### config.mk
export PLATFORM = sky130hd
export DESIGN_NAME = sfx_scheduler
export DESIGN_NICKNAME = d
export VERILOG_FILES = /design/src/rtl/sfx_scheduler.sv
export SDC_FILE = /design/constraint.sdc
export NUM_CORES = 1
export LEC_CHECK = 0
export BUFFER_PORTS_ARGS = -buffer_cell sky130_fd_sc_hd__buf_2
export CORE_MARGIN = 10
export CORE_UTILIZATION = 40
export DETAILED_ROUTE_END_ITERATION = 12
export PLACE_DENSITY = 0.66
export SETUP_SLACK_MARGIN = 0.2
export SLEW_MARGIN = 25
export SYNTH_ARGS = -nofsm -noshare
export SYNTH_HDL_FRONTEND = slang
export SYNTH_SLANG_ARGS = --single-unit
### constraint.sdc
create_clock -name clk -period 4.1 [get_ports clk]
set_clock_uncertainty 0.1 [all_clocks]
set_input_delay 0.41 -clock clk [delete_from_list [all_inputs] [get_ports clk]]
set_output_delay 0.41 -clock clk [all_outputs]
set_load 0.05 [all_outputs]
### src/rtl/sfx_scheduler.sv
// Sound-effect scheduler: latches one-shot effect requests, plays the highest-priority one as a
// four-note tone pattern and overlays it on the background-music frequencies.
module sfx_scheduler #(
  parameter int unsigned NOTE_CYC = 2500000,
  parameter int unsigned SILENT   = 50000000
) (
  input  logic        clk,
  input  logic        rst,
  input  logic        mute,
  input  logic        flush,
  input  logic [3:0]  req,
  input  logic [25:0] bgm_l,
  input  logic [25:0] bgm_r,
  output logic [25:0] freqL,
  output logic [25:0] freqR,
  output logic        busy,
  output logic [1:0]  grant,
  output logic        done
);

  typedef enum logic {StIdle, StPlay} state_e;

  localparam logic [23:0] CntLast = 24'(NOTE_CYC - 1);
  localparam logic [25:0] Silent  = 26'(SILENT);

  state_e      state_q, state_d;
  logic [3:0]  pending_q, pending_d;
  logic [1:0]  grant_q, grant_d;
  logic [1:0]  note_q, note_d;
  logic [23:0] cnt_q, cnt_d;
  logic        done_q, done_d;

  logic [1:0]  low_idx;
  logic        any_pend, preempt, last_cyc;
  logic [3:0]  pend_clr, req_keep;
  logic [25:0] tone;

  // Bit 0 is highest priority, so scan from the top down and let the lowest set bit win.
  always_comb begin
    low_idx = 2'd0;
    for (int i = 3; i >= 0; i--) begin
      if (pending_q[i]) low_idx = 2'(i);
    end
  end

  assign any_pend = |pending_q;
  assign preempt  = any_pend && (low_idx < grant_q);
  assign last_cyc = (note_q == 2'd3) && (cnt_q == CntLast);

  always_comb begin
    state_d  = state_q;
    grant_d  = grant_q;
    note_d   = note_q;
    cnt_d    = cnt_q;
    done_d   = 1'b0;
    pend_clr = '0;
    req_keep = req;
    // A request for the effect already playing is dropped.
    if (state_q == StPlay) req_keep[grant_q] = 1'b0;

    if (flush) begin
      state_d = StIdle;
    end else begin
      unique case (state_q)
        StIdle: begin
          if (any_pend) begin
            grant_d           = low_idx;
            pend_clr[low_idx] = 1'b1;
            note_d            = 2'd0;
            cnt_d             = '0;
            state_d           = StPlay;
          end
        end
        StPlay: begin
          if (preempt) begin
            grant_d           = low_idx;
            pend_clr[low_idx] = 1'b1;
            note_d            = 2'd0;
            cnt_d             = '0;
          end else begin
            if (cnt_q == CntLast) begin
              cnt_d  = '0;
              note_d = note_q + 2'd1;
            end else begin
              cnt_d = cnt_q + 24'd1;
            end
            if (last_cyc) begin
              state_d = StIdle;
              done_d  = 1'b1;
            end
          end
        end
        default: state_d = StIdle;
      endcase
    end

    // New requests win over the grant-time clear of the same bit.
    pending_d = flush ? 4'b0 : ((pending_q & ~pend_clr) | req_keep);
  end

  always_ff @(posedge clk or posedge rst) begin
    if (rst) begin
      state_q   <= StIdle;
      pending_q <= '0;
      grant_q   <= '0;
      note_q    <= '0;
      cnt_q     <= '0;
      done_q    <= 1'b0;
    end else begin
      state_q   <= state_d;
      pending_q <= pending_d;
      grant_q   <= grant_d;
      note_q    <= note_d;
      cnt_q     <= cnt_d;
      done_q    <= done_d;
    end
  end

  always_comb begin
    tone = Silent;
    unique case ({grant_q, note_q})
      4'h0: tone = 26'd1047;
      4'h1: tone = 26'd784;
      4'h2: tone = 26'd523;
      4'h3: tone = 26'd262;
      4'h4: tone = 26'd523;
      4'h5: tone = 26'd659;
      4'h6: tone = 26'd784;
      4'h7: tone = 26'd1047;
      4'h8: tone = 26'd880;
      4'h9: tone = Silent;
      4'ha: tone = 26'd880;
      4'hb: tone = Silent;
      4'hc: tone = 26'd440;
      4'hd: tone = 26'd440;
      4'he: tone = 26'd440;
      4'hf: tone = 26'd440;
      default: tone = Silent;
    endcase
  end

  always_comb begin
    if (mute) begin
      freqL = Silent;
      freqR = Silent;
    end else if (state_q == StPlay) begin
      freqL = tone;
      freqR = tone;
    end else begin
      freqL = bgm_l;
      freqR = bgm_r;
    end
  end

  assign busy  = (state_q == StPlay);
  assign grant = grant_q;
  assign done  = done_q;

endmodule

After elaboration in Yosys (flattened, before gate mapping)
Memory sizes are Yosys's and may differ from the RTL's.
Cells that the tools add are included.

storage, ports and cells
  bits in registers = 34
  ROM bits = 352
  bits of input ports = 60
  logic and storage cells = 72
  memories kept = 1

cells by class
  add/sub/neg operators = 2
  magnitude comparators = 5
  eq/ne operators = 5
  muxes and demuxes = 38
  bitwise logic cells = 7
  reductions and logical operators = 8

memories
  name              words  bits a word  read ports  clocked after Yosys merged registers in  wr ports  RTL line  text
  (name not given)  16     22           1           0                                        0         121       unique case ({grant_q, note_q})

operators by type and width
  operator                                               number
  2-to-1 mux 26 bit                                      4
  2-to-1 mux 24 bit                                      3
  one-hot mux 24 bit (2 select lines)                    1
  adder 24 x 1 -> 24 bit, second input constant          1
  == test 24 x 22 -> 1 bit, second input constant        1
  2-to-1 mux 4 bit                                       5
  2-to-1 mux 2 bit                                       9
  2-to-1 mux 1 bit                                       10
  bitwise AND 4 bit                                      2
  inverter 4 bit                                         2
  one-hot mux 2 bit (2 select lines)                     2
  one-hot mux 4 bit (2 select lines)                     1
  < comparator 2 x 3 -> 1 bit, second input constant     2
  AND reduction 3 bit                                    2
  demux 1 bit (select 2 bit)                             2
  >= comparator 2 x 1 -> 1 bit, second input constant    2
  logical AND 1 bit                                      4
  bitwise OR 4 bit                                       1
  OR reduction 4 bit                                     1
  inequality test 3 x 1 -> 1 bit, second input constant  1
  adder 2 x 1 -> 2 bit, second input constant            1
  == test 2 bit, second input constant                   1
  < comparator 2 bit                                     1
  inequality test 2 x 1 -> 1 bit, second input constant  1
  4 further kinds                                        5

Longest topological paths before layout
  depth in word-level cells = 15
  mapped depth = 9
  gate-level depth less buffers = 7

Worst setup path before layout
OpenSTA, ideal clock, no wires.

  kind = register to output
  from = register state_q (netlist: busy)
  to = output port freqL[17]
  arrival time = 2479 ps
  setup slack = 1111 ps
  cell stages (with the launch flop) = 6
  buffers on the path = 4
  cells stage by stage = dfrtp_1 > clkbuf_1 > clkbuf_1 > clkbuf_1 > clkbuf_1 > o21ai_0

between the ends
  word-level cells in the longest chain between the ends = 2

RTL lines
  what                    RTL line  text
  start, declared         26        state_e state_q, state_d;
  start signal, assigned  103       state_q <= StIdle;
  start signal, assigned  110       state_q <= state_d;
  2-to-1 mux 26 bit       146       end else if (state_q == StPlay) begin
  2-to-1 mux 26 bit       143       if (mute) begin
  end, declared           14        output logic [25:0] freqL,

Every way passes these cells.

Final worst setup path
  from = register grant_q[1] (netlist: grant[1])
  to = register cnt_q[6]

between the ends
  word-level cells in the longest chain between the ends = 4

RTL lines
  what                                 RTL line  text
  start, declared                      28        logic [1:0] grant_q, grant_d;
  start signal, assigned               112       grant_q <= grant_d;
  < comparator 2 bit                   47        assign preempt = any_pend && (low_idx < grant_q);
  logical AND 1 bit                    47
  2-to-1 mux 24 bit                    75        if (preempt) begin
  one-hot mux 24 bit (2 select lines)  64        unique case (state_q)
  end signal, assigned                 114       cnt_q <= cnt_d;
  end, declared                        30        logic [23:0] cnt_q, cnt_d;

Every way passes these cells.
A chain may end at the register's enable or synchronous reset.

==> reports/results.env <==
PLACE.DETAILED.HPWL_UM=7002
DIE_WIDTH_UM=102.8
POSTSYNTHAREAPERCELL_UM2=7.562
SYN-INSTANCE-COUNT=363
CRITICAL_PATH_PEAK_FANOUT=13
SYNTH.YOSYS.WARNINGS=0
FLOORPLAN.DIE_AREA_MM2=0.01058
MAX-VDD-IR-DROP_mV=0.1577
CTS_MADE_BUFFERS=5
WORSTSETUPSTARTPOINT='grant[1]'
REG2REG_DEPTH=6
WIRELENGTH_UM=8981
ROUTE.ANTENNA.REMAINING_NETS=0
POST_SYNTH_NUM_CELL_TYPES=48
WORSTPATHARRIVAL_PS=2830
PLACEMENT_ROWS=30
DRV_CAP=0
SYN-CELL-AREA_MM2=0.002745
VIAS=3033
ANTENNA_CELLS=0
STATUS='complete, no violations'
NUM-FILL-CELLS=652
FINALNETCOUNT=537
R2R-START='grant[1]'
WORSTSETUPENDPOINTTYPE='register'
BOUNDARYPINS=116
SEQUENTIAL_CELL_AREA_UM2=850.8
LAYOUT-DRIVE-GT1-SHARE_PCT=28.85
INITIAL_ANTENNA_VIOLATION_COUNT=0
POSTCTSSETUPREPAIRBUFS=0
P_LEAK_nW=1.698
R2R_SETUP_SLACK_PS=1350
DETAIL_ROUTE.ITER0.VIOLATIONS=129
SETUP_VIOL=0
POWER.DENSITY_mW_PER_MM2=400.9
DRV_SLEW=0
FINISH.CELL_COUNT_WITHOUT_FILLERS=548
FP.DIEH_UM=102.8
WORST_HOLD_PATH_TYPE='in -> async'
FIN_WORST_HOLD_SLACK_PS=99.07
SYNTH.FF_LATCH_COUNT=34
CRIT_PATH_START_KIND='register'
SHARE_OF_SYNTHESIZED_REGISTERS_CARRYING_AN_ASYNC_SET_OR_RESET_PCT=100.0
DRC=0
DEEPEST_CLOCK_PATH_BUFFER_COUNT=2
START_UTIL_PCT=40.86
CLKLATENCYLATEPIN_PS=300
PORTBUFFERS=115
GLOBAL_ROUTE_USAGE_OVER_ALL_LAYERS_PCT=16.20
SETUP_TOTAL_NEGATIVE_SLACK_PS=0
ENDPOINT_OF_THE_WORST_SLACK_REG_TO_REG_TIMING_PATH='cnt_q[6]'
CLOCK_TREE_FROM_TRITONCTS='yes'
TRITONCTS_NUM_SINKS=34
MET2_LENGTH_UM=4379
FP.COREAREA_MM2=0.006719
WIRE_PER_INST_UM=16.39
LAYOUT-AREA-OVERHEAD-VS-SYNTH_PCT=26.66
TIMING.FINAL.CRIT_SHARE_PCT=67.15
MAX_FREQ_MHz=363.2
MAX_SLEW_MARGIN_PCT=59.83
CRITPATHREQUIREDTIME_PS=4180
NUMBER_OF_ENABLE_FLIP_FLOP_CELLS_AFTER_SYNTHESIS=0
GRT_FIRST_PASS_WIRELENGTH_UM=13830
TIMING.SETUP.CRITICAL_PATH_CLASS='reg -> reg'
GRT.OVERFLOW.TOTAL=0
WIRELENGTH_MET1_UM=3453
DRT_FIRST_PASS_ITERS=4
CTS-RESIZED-GATES=0
SYNTH_FP_NETS=433
MULTI_INPUT_COMB_AREA_MM2=0.001645
VIA_COUNT_OF_THE_FIRST_GLOBAL_ROUTING_PASS=2807
GP_ROUTABILITY_CONGESTION=0.8682
TIGHTESTPINTRANSITION_PS=601.9
YOSYS_MOST_USED_DFF='sky130_fd_sc_hd__dfrtp_1'
FINAL-HOLD-VIOLATION-COUNT=0
FINALWORSTPATHREQUIREDPERIOD_PS=2753
VIAS_PER_CELL=5.535
CLOCK_TREE.HTREE_LEVEL_COUNT=2
CTS_CLK_PIN_SLEW_WORST_PATHS_PS=70
CTS.ROOT.BUFFER_CELL='sky130_fd_sc_hd__clkbuf_8'
GRT_START_MAX_NET_PINS=57
DP_CELLS=540
WL_MET3_UM=929
GRT_SETUP_UNREPAIRED='no'
TOT_PWR_W=0.001394
CTS_HOLD_BUF=0
SYNTH_SEQUENTIAL_AREA_RATIO_PCT=30.99
MAXUSEDROUTINGLAYER='met4'
[logic make-up (layout without fill, tap and decap cells)]
family / Yosys count / in the layout / share of synthesized area [%]
AO/OA/AOI/OAI: 102 / 102 / 23.02
XOR/XNOR: 9 / 9 / 2.872
adder cells (fa/ha/maj): 10 / 10 / 4.558
buffers and inverters: 64 / 169 / 9.161
flip-flops: 34 / 34 / 30.99
multiplexers: 3 / 3 / 1.094
AND/OR/NAND/NOR: 141 / 141 / 28.30
[synth_stat cells (12+ instances only)]
library cell,n,area [µm²]
sky130_fd_sc_hd__a21oi_1,17,85.08
sky130_fd_sc_hd__clkbuf_1,13,48.80
sky130_fd_sc_hd__dfrtp_1,34,850.8
sky130_fd_sc_hd__inv_1,40,150.1
sky130_fd_sc_hd__nand2_1,28,105.1
sky130_fd_sc_hd__nand3_1,16,80.08
sky130_fd_sc_hd__nand4_1,12,75.07
sky130_fd_sc_hd__nor2_1,28,105.1
sky130_fd_sc_hd__o21a_1,12,90.09
sky130_fd_sc_hd__o21ai_0,39,195.2
[worst max-delay path: stages, from the launching register on]
cell                       delay [ps]
sky130_fd_sc_hd__dfrtp_1          530
sky130_fd_sc_hd__inv_1            190
sky130_fd_sc_hd__ha_1             310
sky130_fd_sc_hd__o311a_1          170
sky130_fd_sc_hd__o31a_1           430
sky130_fd_sc_hd__nand3_1          450
sky130_fd_sc_hd__o311ai_0         450
[cells in the final DEF (no fill, tap or decap), types with 6 or more instances in the layout]
master and n:
sky130_fd_sc_hd__o21ai_0 39, sky130_fd_sc_hd__xnor2_1 8, sky130_fd_sc_hd__nor3_1 7, sky130_fd_sc_hd__and4_1 6, sky130_fd_sc_hd__o21a_1 12, sky130_fd_sc_hd__dfrtp_1 34, sky130_fd_sc_hd__nand2_1 28, sky130_fd_sc_hd__nand4_1 12
sky130_fd_sc_hd__nand3_1 16, sky130_fd_sc_hd__nor2_1 27, sky130_fd_sc_hd__a21oi_1 17, sky130_fd_sc_hd__and2_1 10, sky130_fd_sc_hd__nand2b_1 10, sky130_fd_sc_hd__o22ai_1 8, sky130_fd_sc_hd__ha_1 10, sky130_fd_sc_hd__inv_1 40
sky130_fd_sc_hd__a31oi_1 7, sky130_fd_sc_hd__buf_2 115
[stage by stage]
stage                     cell area (µm²)  utilization (%)  setup WS [ps]
after detailed placement             3361            50.02           1343
final                                3477            51.75           1347
after global placement               3361            50.02           1486
after global routing                 3477            51.75           1072
after CTS                            3475            51.71           1083
after floorplan                      2745                -           1111
[registers in the layout (all words and copies together) (netlist names)]
signal and count:
busy 1, note_q 2, done 1, cnt_q 24, pending_q 4, grant 2
[power by group]
part	total [W]	switching (W)	internal, W	leakage [nW]
logic	0.000652	0.000473	0.000180	1.18
clock network	0.000321	0.000140	0.000181	0.0504
registers	0.000421	0.0000606	0.000361	0.465
total	0.00139	0.000673	0.000721	1.70
[final cells by class]
cell class	instances	area share, %
clock buffers	5	1.979
clock inverters	3	1.295
inverters	41	4.426
multi-input cells	265	47.32
flip-flops and latches	34	24.47
well taps	80	2.879
repair buffers	120	17.63
[worst max path at each step]
stage / end / slack (ps) / cells past startpoint
after floorplan: freqL[17] / 1110 / 5
after global placement: cnt_q[8] / 1490 / 6
after detailed placement: cnt_q[22] / 1340 / 6
after CTS: freqL[14] / 1080 / 6
after global routing: cnt_q[22] / 1070 / 6
final: cnt_q[6] / 1350 / 6
[per-layer routing]
metal / track usage, % / vias up
met4: 6.631 / 0
met2: 29.20 / 125
li1: - / 1491
met5: 0 / -
met3: 4.290 / 16
met1: 17.54 / 1401
Note: power is estimated with default switching activity, not from simulation.
